`config.mk`:
```
export PLATFORM = sky130hd
export DESIGN_NAME = sb_trans_receiver_fsm_flat
export DESIGN_NICKNAME = d
export VERILOG_FILES = /design/src/rtl/sb_trans_receiver_fsm_if.sv /design/src/rtl/sb_trans_receiver_fsm.sv /design/src/flat_wrapper.sv
export SDC_FILE = /design/constraint.sdc
export NUM_CORES = 1
export LEC_CHECK = 0
export CAP_MARGIN = 10
export CELL_PAD_IN_SITES_DETAIL_PLACEMENT = 1
export CELL_PAD_IN_SITES_GLOBAL_PLACEMENT = 2
export CORE_MARGIN = 1
export CORE_UTILIZATION = 24
export DETAILED_ROUTE_END_ITERATION = 12
export PLACE_DENSITY_LB_ADDON = 0.1
export SYNTH_ARGS = -nofsm -noshare
export SYNTH_HDL_FRONTEND = slang
export SYNTH_SLANG_ARGS = --single-unit
```
`constraint.sdc`:
```
create_clock -name sb_clk -period 5.6 [get_ports sb_clk]
set_input_delay 1.12 -clock sb_clk [delete_from_list [all_inputs] [get_ports sb_clk]]
set_output_delay 1.12 -clock sb_clk [all_outputs]
set_load 0.01 [all_outputs]
```
`src/rtl/sb_trans_receiver_fsm_if.sv`:
```
`default_nettype none
// +----------------------------------------------------------------------+
// | Module      : sb_trans_receiver_fsm_if                               |
// | Description : Symbol input and decoded-field output bundle of the    |
// |               sideband transaction receiver.                         |
// | Revision    : 1.0 - initial release                                  |
// +----------------------------------------------------------------------+
interface sb_trans_receiver_fsm_if;
  logic [7:0]  rx_byte;
  logic        rx_valid;
  logic        rx_frame_err;
  logic        rx_enable;
  logic [2:0]  trans_type;
  logic        trans_valid;
  logic [7:0]  at_addr;
  logic        at_rw;
  logic [6:0]  at_len;
  logic [23:0] at_data;
  logic [7:0]  lt_lse;
  logic        crc_err;
  logic        parse_err;
  logic        busy;

  // Deserializer / control-unit side
  modport master (
    output rx_byte, rx_valid, rx_frame_err, rx_enable,
    input  trans_type, trans_valid, at_addr, at_rw, at_len, at_data,
           lt_lse, crc_err, parse_err, busy
  );

  // Receiver side
  modport slave (
    input  rx_byte, rx_valid, rx_frame_err, rx_enable,
    output trans_type, trans_valid, at_addr, at_rw, at_len, at_data,
           lt_lse, crc_err, parse_err, busy
  );
endinterface
`default_nettype wire

```
`src/rtl/sb_trans_receiver_fsm.sv`:
```
`default_nettype none
// +----------------------------------------------------------------------+
// | Module      : sb_trans_receiver_fsm                                  |
// | Description : Sideband receive parser. Decodes LT (DLE-LSE-CLSE) and |
// |               AT (DLE-STX-addr-len-data-CRC-DLE-ETX) transactions,   |
// |               checks CRC-16 (0x8005) and framing, reports fields.    |
// | Revision    : 1.0 - initial release                                  |
// +----------------------------------------------------------------------+
module sb_trans_receiver_fsm #(
  parameter int TIMEOUT_CYCLES = 40,
  parameter int MAX_DATA_BYTES = 3
) (
  input logic                    sb_clk,
  input logic                    rst,
  sb_trans_receiver_fsm_if.slave sb
);

  localparam logic [7:0] c_DLE     = 8'hFE;
  localparam logic [7:0] c_STX_CMD = 8'h05;
  localparam logic [7:0] c_STX_RSP = 8'h04;
  localparam logic [7:0] c_LSE     = 8'h80;
  localparam logic [7:0] c_ETX     = 8'h40;
  localparam int         c_TW      = $clog2(TIMEOUT_CYCLES) + 1;

  typedef enum logic [3:0] {
    S_IDLE, S_DLE1, S_LT_CLSE, S_AT_ADDR, S_AT_LEN,
    S_AT_DATA, S_CRC_HI, S_CRC_LO, S_DLE2, S_ETX
  } state_t;

  state_t            r_state, w_state_n;
  logic [c_TW-1:0]   r_tmo;
  logic [15:0]       r_crc, r_rx_crc;
  logic              r_is_rsp;
  logic [7:0]        r_lse_sh, r_sh_addr;
  logic              r_sh_rw;
  logic [6:0]        r_sh_len, r_n, r_k;
  logic [23:0]       r_sh_data;

  logic [2:0]        r_trans_type;
  logic              r_trans_valid, r_crc_err, r_parse_err, r_busy;
  logic [7:0]        r_at_addr, r_lt_lse;
  logic              r_at_rw;
  logic [6:0]        r_at_len;
  logic [23:0]       r_at_data;

  logic              w_acc, w_good_lt, w_good_at, w_crc_bad, w_perr;
  logic [6:0]        w_n;
  logic [15:0]       w_crc_in, w_crc_next;

  // One CRC-16 byte step, MSB first, no reflection
  function automatic logic [15:0] f_crc8(input logic [15:0] crc, input logic [7:0] d);
    logic [15:0] c;
    c = crc ^ {d, 8'h00};
    for (int i = 0; i < 8; i++)
      c = c[15] ? ({c[14:0], 1'b0} ^ 16'h8005) : {c[14:0], 1'b0};
    return c;
  endfunction

  // A frame error always discards the byte it coincides with
  assign w_acc      = sb.rx_valid && sb.rx_enable && !sb.rx_frame_err;
  // A command read carries no data even though its length is non-zero
  assign w_n        = (r_is_rsp || sb.rx_byte[7]) ? sb.rx_byte[6:0] : 7'd0;
  // CRC restarts from all-ones when the STX byte is folded in
  assign w_crc_in   = (r_state == S_DLE1) ? 16'hFFFF : r_crc;
  assign w_crc_next = f_crc8(w_crc_in, sb.rx_byte);

  // State register
  always_ff @(posedge sb_clk or posedge rst) begin
    if (rst) r_state <= S_IDLE;
    else     r_state <= w_state_n;
  end

  // Next-state decode and end-of-transaction events
  always_comb begin
    w_state_n = r_state;
    w_good_lt = 1'b0;
    w_good_at = 1'b0;
    w_crc_bad = 1'b0;
    w_perr    = 1'b0;
    if (!sb.rx_enable) begin
      w_state_n = S_IDLE;
    end else if (sb.rx_frame_err && r_state != S_IDLE) begin
      w_perr    = 1'b1;
      w_state_n = S_IDLE;
    end else if (w_acc) begin
      case (r_state)
        S_IDLE:    if (sb.rx_byte == c_DLE) w_state_n = S_DLE1;
        S_DLE1: begin
          if (sb.rx_byte == c_STX_CMD || sb.rx_byte == c_STX_RSP) w_state_n = S_AT_ADDR;
          else if (sb.rx_byte == c_LSE) w_state_n = S_LT_CLSE;
          else begin
            w_perr    = 1'b1;
            w_state_n = S_IDLE;
          end
        end
        S_LT_CLSE: begin
          w_good_lt = (sb.rx_byte == ~r_lse_sh);
          w_perr    = (sb.rx_byte != ~r_lse_sh);
          w_state_n = S_IDLE;
        end
        S_AT_ADDR: w_state_n = S_AT_LEN;
        S_AT_LEN: begin
          if (w_n > 7'(MAX_DATA_BYTES)) begin
            w_perr    = 1'b1;
            w_state_n = S_IDLE;
          end else if (w_n == 7'd0) w_state_n = S_CRC_HI;
          else                      w_state_n = S_AT_DATA;
        end
        S_AT_DATA: if (r_k == r_n - 7'd1) w_state_n = S_CRC_HI;
        S_CRC_HI:  w_state_n = S_CRC_LO;
        S_CRC_LO:  w_state_n = S_DLE2;
        S_DLE2: begin
          if (sb.rx_byte == c_DLE) w_state_n = S_ETX;
          else begin
            w_perr    = 1'b1;
            w_state_n = S_IDLE;
          end
        end
        S_ETX: begin
          if (sb.rx_byte != c_ETX)    w_perr    = 1'b1;
          else if (r_rx_crc == r_crc) w_good_at = 1'b1;
          else                        w_crc_bad = 1'b1;
          w_state_n = S_IDLE;
        end
        default: w_state_n = S_IDLE;
      endcase
    end else if (r_state != S_IDLE && r_tmo == c_TW'(TIMEOUT_CYCLES - 1)) begin
      w_perr    = 1'b1;
      w_state_n = S_IDLE;
    end
  end

  // Inter-byte gap counter; cleared by every accepted byte and while idle
  always_ff @(posedge sb_clk or posedge rst) begin
    if (rst)                               r_tmo <= '0;
    else if (w_acc || w_state_n == S_IDLE) r_tmo <= '0;
    else                                   r_tmo <= r_tmo + 1'b1;
  end

  // Shadow capture of the transaction in flight and running CRC
  always_ff @(posedge sb_clk or posedge rst) begin
    if (rst) begin
      r_crc     <= '0;
      r_rx_crc  <= '0;
      r_is_rsp  <= 1'b0;
      r_lse_sh  <= '0;
      r_sh_addr <= '0;
      r_sh_rw   <= 1'b0;
      r_sh_len  <= '0;
      r_n       <= '0;
      r_k       <= '0;
      r_sh_data <= '0;
    end else if (w_acc) begin
      case (r_state)
        S_DLE1: begin
          r_crc    <= w_crc_next;
          r_is_rsp <= (sb.rx_byte == c_STX_RSP);
          r_lse_sh <= sb.rx_byte;
        end
        S_AT_ADDR: begin
          r_crc     <= w_crc_next;
          r_sh_addr <= sb.rx_byte;
        end
        S_AT_LEN: begin
          r_crc     <= w_crc_next;
          r_sh_rw   <= sb.rx_byte[7];
          r_sh_len  <= sb.rx_byte[6:0];
          r_n       <= w_n;
          r_k       <= '0;
          r_sh_data <= '0;
        end
        S_AT_DATA: begin
          r_crc     <= w_crc_next;
          r_sh_data <= r_sh_data | ({sb.rx_byte, 16'h0000} >> {r_k, 3'b000});
          r_k       <= r_k + 7'd1;
        end
        S_CRC_HI: r_rx_crc[15:8] <= sb.rx_byte;
        S_CRC_LO: r_rx_crc[7:0]  <= sb.rx_byte;
        default: ;
      endcase
    end
  end

  // Registered pulses, busy flag and field outputs (updated only on success)
  always_ff @(posedge sb_clk or posedge rst) begin
    if (rst) begin
      r_trans_type  <= '0;
      r_trans_valid <= 1'b0;
      r_crc_err     <= 1'b0;
      r_parse_err   <= 1'b0;
      r_busy        <= 1'b0;
      r_at_addr     <= '0;
      r_at_rw       <= 1'b0;
      r_at_len      <= '0;
      r_at_data     <= '0;
      r_lt_lse      <= '0;
    end else begin
      r_trans_valid <= w_good_lt | w_good_at;
      r_crc_err     <= w_crc_bad;
      r_parse_err   <= w_perr;
      r_busy        <= (w_state_n != S_IDLE);
      if (w_good_lt) begin
        r_trans_type <= 3'd4;
        r_lt_lse     <= r_lse_sh;
      end
      if (w_good_at) begin
        r_trans_type <= r_is_rsp ? 3'd3 : 3'd2;
        r_at_addr    <= r_sh_addr;
        r_at_rw      <= r_sh_rw;
        r_at_len     <= r_sh_len;
        r_at_data    <= r_sh_data;
      end
    end
  end

  assign sb.trans_type  = r_trans_type;
  assign sb.trans_valid = r_trans_valid;
  assign sb.crc_err     = r_crc_err;
  assign sb.parse_err   = r_parse_err;
  assign sb.busy        = r_busy;
  assign sb.at_addr     = r_at_addr;
  assign sb.at_rw       = r_at_rw;
  assign sb.at_len      = r_at_len;
  assign sb.at_data     = r_at_data;
  assign sb.lt_lse      = r_lt_lse;

endmodule
`default_nettype wire

```
`src/flat_wrapper.sv`:
```
// flat-port wrapper written by rule: the top's interface ports become plain ports
module sb_trans_receiver_fsm_flat 
#(
  parameter int TIMEOUT_CYCLES = 40,
  parameter int MAX_DATA_BYTES = 3
)
  (sb_clk, rst, sb_rx_byte, sb_rx_valid, sb_rx_frame_err, sb_rx_enable, sb_trans_type, sb_trans_valid, sb_at_addr, sb_at_rw, sb_at_len, sb_at_data, sb_lt_lse, sb_crc_err, sb_parse_err, sb_busy);
  sb_trans_receiver_fsm_if sb_i ();
  input logic sb_clk;
  input logic rst;
  input wire logic [$bits(sb_i.rx_byte)-1:0] sb_rx_byte;
  input wire logic [$bits(sb_i.rx_valid)-1:0] sb_rx_valid;
  input wire logic [$bits(sb_i.rx_frame_err)-1:0] sb_rx_frame_err;
  input wire logic [$bits(sb_i.rx_enable)-1:0] sb_rx_enable;
  output wire logic [$bits(sb_i.trans_type)-1:0] sb_trans_type;
  output wire logic [$bits(sb_i.trans_valid)-1:0] sb_trans_valid;
  output wire logic [$bits(sb_i.at_addr)-1:0] sb_at_addr;
  output wire logic [$bits(sb_i.at_rw)-1:0] sb_at_rw;
  output wire logic [$bits(sb_i.at_len)-1:0] sb_at_len;
  output wire logic [$bits(sb_i.at_data)-1:0] sb_at_data;
  output wire logic [$bits(sb_i.lt_lse)-1:0] sb_lt_lse;
  output wire logic [$bits(sb_i.crc_err)-1:0] sb_crc_err;
  output wire logic [$bits(sb_i.parse_err)-1:0] sb_parse_err;
  output wire logic [$bits(sb_i.busy)-1:0] sb_busy;
  assign sb_i.rx_byte = sb_rx_byte;
  assign sb_i.rx_valid = sb_rx_valid;
  assign sb_i.rx_frame_err = sb_rx_frame_err;
  assign sb_i.rx_enable = sb_rx_enable;
  assign sb_trans_type = sb_i.trans_type;
  assign sb_trans_valid = sb_i.trans_valid;
  assign sb_at_addr = sb_i.at_addr;
  assign sb_at_rw = sb_i.at_rw;
  assign sb_at_len = sb_i.at_len;
  assign sb_at_data = sb_i.at_data;
  assign sb_lt_lse = sb_i.lt_lse;
  assign sb_crc_err = sb_i.crc_err;
  assign sb_parse_err = sb_i.parse_err;
  assign sb_busy = sb_i.busy;
  sb_trans_receiver_fsm #(.TIMEOUT_CYCLES(TIMEOUT_CYCLES), .MAX_DATA_BYTES(MAX_DATA_BYTES)) u_core (.sb_clk(sb_clk), .rst(rst), .sb(sb_i));
endmodule
```
==> run metrics <==
Util after Layout 29.9%; later-pin clock latency in the skew report 0.45 ns; Max VDD drop about 220 uV; Via Count between 5,000 and 6,000; Syn Nets 694; maximum clock frequency 264 MHz; hold path depth 2; fin crit share 67.7%; Synth area leader dfrtp_1; critical path required time 5.92 ns; Worst Path Max Fanout 45; drt pass-1 iters 4; final hold violation count 0; post-CTS setup repair buffer count 0; count leader, synth dfrtp_1; Worst Tran Pin Value 1.03 ns; Synth Cell Area 0.00760 mm2; # Max-Cap Violations 0; Port Buffers 67; PwrDens roughly 360 mW/mm2; Synth Area per Inst 11.2 um2; Synth Register Bits 161; Crit Path Class input port to flip-flop; FFs w/ async S/R, synth 100%; status complete, no violations; Final Slew Violations 0; I/O pin total 68; Post-route DRC 0; Synth Flop Type dfrtp_1; Reg clk slew, reported paths around 0.070 ns; # setup viols final 0; Synth top area share 53.0%; post-route ant nets 0; post-synth cell types 63; H-tree depth 4; critical path, cell by cell clkdlybuf4s50_1 > buf_4 > or4_4 > nor4_2 > nand4_1 > nor2b_4 > buf_4 > mux2_1; Layout Skew 0.0214 ns; RSZ-0062 raised after global routing no; synth top area cells dfrtp_1, mux2_1, xnor2_1; Final min period 3.79 ns; initial antenna violation count 0; Worst path most repeated cell buf_4; Area Growth Syn to Fin 21.3%; Root Buffer Master clkbuf_16; largest net degree at the start of global routing 95; WL/cell ~19 um; Vias/cell 4.57; post-CTS sizing 0; Clock Path Buffers 2; CP Capture Type flip-flop; starting density of the core 24.6%; RR Startpoint u_core.r_state[2]; number of global-route vias before repair 5,725; register area share after synthesis ~53%; setup TNS 0 ns; CP startpoint kind input port; die height between 150 and 200 um; total CTS buffers 17; Pleak just over 4 nW; CP max-delay cell or4_4; R2R depth 6; Synth Warn # 0; clock sink count 161; Final GP Congestion 0.744; Setup crit start sb_rx_byte[3]; gr ovfl total 0; Iteration-0 DRC Markers 185; # diodes 0; number of flops mapped to enable cells by yosys 0; Hold Crit Start u_core.r_sh_len[1]; CTS tree yes; first-pass GRT wire length 35,100 um; Slew HR between 30% and 40%; Crit path largest cell delay 0.61 ns; FP Rows 64; DP HPWL 14,100 um; Die Span X approximately 180 um; DIE AREA 0.0324 mm2; crit path DAT 4.11 ns; share of cells above drive strength 1 14.5%; core area 0.0308 mm2; Hold Worst Slack 0.479 ns; Synth top cells by count dfrtp_1, nand2_1, nor2_1; routed wire length 21,400 um; Nets 743; Total GRT Usage 14.2%; cts hold-fix bufs 0; Post-Synthesis Cells 678; hold crit path type flip-flop to flip-flop
-- worst paths after layout --
check	endpoint	slack, ns
worst max-delay path	u_core.sb.at_len[5]	1.81
worst min-delay path	u_core.r_sh_len[1]	0.48
worst max register to register	u_core.r_n[2]	2.72
worst min register to register	u_core.r_sh_len[1]	0.48
max in group asynchronous	u_core.r_k[4]	3.29
min in group asynchronous	u_core.r_sh_addr[3]	1.23
-- state kept, by name (all words and copies together) (netlist names), 8 cells and up --
signal,cells
u_core.r_lse_sh,8
u_core.sb.at_addr,8
u_core.sb.lt_lse,8
u_core.r_sh_addr,8
u_core.r_crc,16
u_core.r_sh_data,24
u_core.sb.at_data,24
u_core.r_rx_crc,16
-- through the flow --
| stage | power (W) | worst slack [ns] | instances | cell area [um2] |
|---|---|---|---|---|
| floorplan | 0.00203 | 0.132 | 678 | 7600 |
| global placement | 0.00220 | 1.27 | 1104 | 8650 |
| detailed placement | 0.00221 | 1.27 | 1104 | 8650 |
| CTS | 0.00342 | 1.76 | 1136 | 9220 |
| global route | 0.00355 | 1.64 | 1136 | 9220 |
| finish | 0.00336 | 1.81 | 1136 | 9220 |
-- where the power goes --
group	leakage (nW)	switching (W)	internal (W)	total, W
clock	0.281	0.000546	0.000626	0.00117
combinational	1.64	0.000353	0.000389	0.000742
sequential	2.18	0.000153	0.00129	0.00144
-- placed cells by master, fill, tap and decap left out, types with 4 or more instances in the layout --
| cell | n |
|---|---|
| nand2_1 | 69 |
| nand2b_1 | 10 |
| inv_8 | 4 |
| nand4_1 | 10 |
| xnor2_1 | 57 |
| nand3_1 | 14 |
| nor4_1 | 5 |
| a211oi_2 | 7 |
| nor3_1 | 7 |
| mux2_1 | 47 |
| nand3b_1 | 4 |
| o41ai_1 | 4 |
| mux2_2 | 35 |
| buf_4 | 14 |
| o21ai_0 | 25 |
| xor2_1 | 12 |
| a21oi_1 | 33 |
| clkbuf_16 | 17 |
| clkdlybuf4s50_1 | 67 |
| inv_1 | 8 |
| nor2b_1 | 4 |
| nor2_1 | 57 |
| dfrtp_1 | 161 |
-- cell families (layout without fill, tap and decap cells) --
kind of cell	Yosys count	in the layout	synth area share, %
muxes	83	83	12.3
AOI/OAI and AO/OA	95	95	8.61
adders and majority gates	3	3	0.494
and+or+nand+nor	204	204	13.1
xor gates and xnor gates	72	72	8.86
DFF	161	161	53.0
buffers and inverters	60	122	3.67
-- layer usage --
metal  routed length [um]  global-route usage (%)  up-vias
met3                  868                    3.63       10
li1                     -                       -     2413
met1                10900                    20.0     2686
met2                 9410                    21.2       80
met4                  216                    4.24        0
met5                    0                       0        -
-- critical path: cells and delay by family --
kind,cells,cell delay [ns]
AND/OR/NAND/NOR,4,1.37
buffers and inverters,3,1.16
multiplexers,1,0.39
-- final cells by class --
cell class                 count  area [um2]
timing repair buffer          81         776
clock inverter                15         149
fill                        3366       21600
inverter                       9        38.8
clock buffer                  17         425
sequential                   161        4030
multi-input combinational    457        3310
tap                          396         495
No activity file was read; power rests on OpenSTA's default activity.
